## src/rtl/b01_te_lfsr.sv

```systemverilog
// Fibonacci shift-left LFSR with optional parallel input, usable as a MISR.
module b01_te_lfsr #(
  parameter int           W       = 16,
  parameter int           IN_W    = 1,
  parameter int           OUT_W   = W,
  parameter logic [W-1:0] TAPS    = 16'hB400,
  parameter logic [W-1:0] RST_VAL = '0
) (
  input  logic             clk,
  input  logic             rst,
  input  logic             load_i,
  input  logic [W-1:0]     load_val_i,
  input  logic             en_i,
  input  logic [IN_W-1:0]  din_i,
  output logic [OUT_W-1:0] q_o
);
  logic [W-1:0] q_q;
  logic [W-1:0] q_d;
  logic         fb;

  always_comb begin
    fb  = ^(q_q & TAPS);
    q_d = q_q;
    if (load_i) begin
      q_d = load_val_i;
    end else if (en_i) begin
      q_d = {q_q[W-2:0], fb} ^ W'(din_i);
    end
  end

  always_ff @(posedge clk) begin
    if (rst) begin
      q_q <= RST_VAL;
    end else begin
      q_q <= q_d;
    end
  end

  assign q_o = q_q[OUT_W-1:0];
endmodule

```

## config.mk

```make
export PLATFORM = sky130hd
export DESIGN_NAME = b01_te_lfsr
export DESIGN_NICKNAME = d
export VERILOG_FILES = /design/src/rtl/b01_te_lfsr.sv
export SDC_FILE = /design/constraint.sdc
export NUM_CORES = 1
export LEC_CHECK = 0
export ABC_AREA = 1
export BUFFER_PORTS_ARGS = -buffer_cell sky130_fd_sc_hd__buf_2
export CAP_MARGIN = 20
export CORE_ASPECT_RATIO = 0.9
export CORE_MARGIN = 2
export CORE_UTILIZATION = 41
export DETAILED_ROUTE_END_ITERATION = 6
export HOLD_SLACK_MARGIN = 0.05
export PLACE_DENSITY = 0.81
export SLEW_MARGIN = 20
export SYNTH_ARGS = -nofsm -noshare
export SYNTH_HDL_FRONTEND = slang
export SYNTH_SLANG_ARGS = --single-unit
```

## constraint.sdc

```tcl
create_clock -name clk -period 0.9 [get_ports clk]
set_input_delay 0.18 -clock clk [delete_from_list [all_inputs] [get_ports clk]]
set_output_delay 0.18 -clock clk [all_outputs]
set_load 0.01 [all_outputs]
```

==> summary.md <==
| Metric | Value |
|---|---|
| Top cell type's share of synthesized area | `0.365` |
| Pwr dens | `1280 nW/µm²` |
| Layout net count | `195` |
| Number of global-route vias before repair | `998` |
| M1 GR Usage | `0.224` |
| I/O pin total | `37` |
| Layout cells sized above 1 | `0.439` |
| Leak | `0.000711 µW` |
| Hpwl dp | `1.77 mm` |
| Largest register FFs | `16` |
| Core box area | `about 2000 µm²` |
| Crit end category | `primary output` |
| Max-cap violations | `0` |
| Slew HR | `0.843` |
| Cells after DPL | `190` |
| Most frequent cells in the layout | `31 x inv_1, 31 x nand2_1, 20 x buf_2, 17 x buf_6, 13 x dfxtp_2` |
| Fin crit share | `1.16` |
| Post-layout util | `0.674` |
| Antenna violations before repair | `0` |
| Combinational share of power | `0.252` |
| Worst setup SP type | `flip-flop` |
| Worst Skew | `~0.00066 ns` |
| Syn Inst Count | `approximately 130` |
| WP data required | `around 0.7 ns` |
| Worst hold path class | `input port to flip-flop` |
| DRT Pass-1 Iters | `4` |
| Synth area leader | `dfxtp_1` |
| Post-route DRC violation count | `0` |
| Final Hold Viols | `0` |
| H-tree depth | `1` |
| Least-Margin Pin Slew | `0.235 ns` |
| Worst skew pair latency | `0.28 ns` |
| VDD IR max | `~1.1 mV` |
| Synthesized area per cell | `6.92 µm²` |
| Critical path class | `flip-flop to primary output` |
| First-pass GRT wire length | `3.92 mm` |
| Die H | `47.9 µm` |
| WL final | `2.37 mm` |
| Design Power | `1700 µW` |
| Clock power frac | `0.282` |
| DR iter-0 viols | `14` |
| Gr busiest metal | `met2` |
| CTS tree | `yes` |
| Layout Cells excl Fill | `198` |
| GR Util met3 | `0.0438` |
| Reg power frac | `0.466` |
| Total grt overflow | `0` |
| Mapped cell area | `878 µm²` |
| Cts bufs inserted | `3` |
| Max-slew violation count | `0` |
| DRT antenna net count | `0` |
| Cell area after layout | `1330 µm²` |
| Violated checks | `setup timing` |
| Final setup fails | `17` |
| Crit Path Max Fanout | `4` |
| Sw Share | `0.281` |
| DP Worst Slack | `-0.111 ns` |
| Syn Nets | `148` |
| Die W | `52.8 µm` |
| Flops & latches, synth | `16` |
| Sequential fraction of the synthesis area | `0.365` |
| Switch Pwr | `479 µW` |
| Largest net degree at the start of global routing | `15` |
| Unrepaired setup endpoints after global routing | `true` |
| Fmax | `959 MHz` |
| Clk buf depth | `2` |
| I/O Buffers | `36` |
| Total track usage | `0.212` |
| Antenna cells | `0` |
| Initial core utilization | `0.446` |
| Yosys warns | `0` |
| Placement Rows | `15` |
| Final Critical Period | `1.04 ns` |
| Die footprint | `~2500 µm²` |
| Layout area overhead | `51.3%` |
| Clk slew on worst S/H paths | `0.10 ns` |
| Met2 Resource Use GR | `0.428` |
| CP Data Arrival Time | `between 0.8 and 0.9 ns` |
| # clock sinks | `16` |
| Vias/cell | `roughly 5` |
| Via Count | `965` |
| Post-placement cell area | `1130 µm²` |
| Pint | `1230 µW` |
| Drt wl/cell | `12.0 µm` |
| Netlist cell types | `19` |
| Fin worst setup slack | `-0.142 ns` |
| Final GP Congestion | `0.868` |
| Ranking of synthesized cells by area | `dfxtp_1 36%, inv_1 14%, nand2_1 13%` |
| Outcome | `finished with violations` |
| Root Buffer | `clkbuf_4` |
## worst paths after layout
check                           cells after the start  slack (ns)  endpoint    start
worst max-delay path                                2       -0.14   q_o[10]  q_o[10]
worst max register to register                      7       -0.06    q_o[0]  q_o[10]
worst min-delay path                                2        0.06   q_o[10]      rst
worst min register to register                      4        0.59   q_o[15]  q_o[14]
## synth_stat cells
cell / number
o211ai_1: 1
nand3_1: 5
o211ai_2: 1
inv_1: 32
o221ai_2: 4
nor2_1: 7
nand2_2: 1
buf_6: 3
xnor2_1: 1
inv_2: 1
buf_2: 2
o21ai_1: 1
nor2_4: 1
dfxtp_1: 16
xor2_1: 1
a22oi_1: 3
a21oi_1: 2
nand2_1: 31
o21ai_0: 14
## metrics by stage
step                      hold slack (ns)  setup TNS (ns)
after detailed placement            0.368          -0.693
after global placement              0.361          -0.392
after CTS                          0.0631          -0.569
after global routing               0.0519           -1.14
final                              0.0569          -0.559
after floorplan                     0.242               0
## cell families (layout without fill, tap and decap cells)
family	count (synthesis)	count (layout)	share of synthesized area
compound gates	26	26	0.214
buf+inv	38	84	0.191
simple gates	45	45	0.211
xor+xnor	2	2	0.0199
flops	16	16	0.365
## repair_timing
action                                  4_1_cts  5_1_grt
hold buffers                                  0        1
hold endpoints to repair                      0        1
endpoints found under the setup margin       17       24
buffers inserted                              3        0
gates resized for setup                      34        9
## metal layers
metal  vias to the layer above  part of all wire
met5                         -                 0
met4                         0            0.0063
met3                         3             0.062
met2                        36              0.53
met1                       445              0.40
li1                        481                 -
## layout make-up
class / instances / area [µm²]
inverters: 33 / 124
flip-flops and latches: 16 / 348
well taps: 25 / 31.3
clock buffers: 4 / 36.3
multi-input cells: 73 / 395
repair buffers: 47 / 394
fillers: 175 / 642
## worst max-delay path: stages, from the launching register on
cell and delay [ns]:
dfxtp_2 0.36, buf_6 0.12, buf_6 0.11
## power groups by stage
stage                     clock [µW]  combinational (µW)  sequential, µW
final                            481                 430             794
after detailed placement           0                 353             798
after CTS                        484                 418             792
after global placement             0                 339             796
after floorplan                    0                 184             816
after global routing             526                 472             800
(Power assumes the default switching activity.)
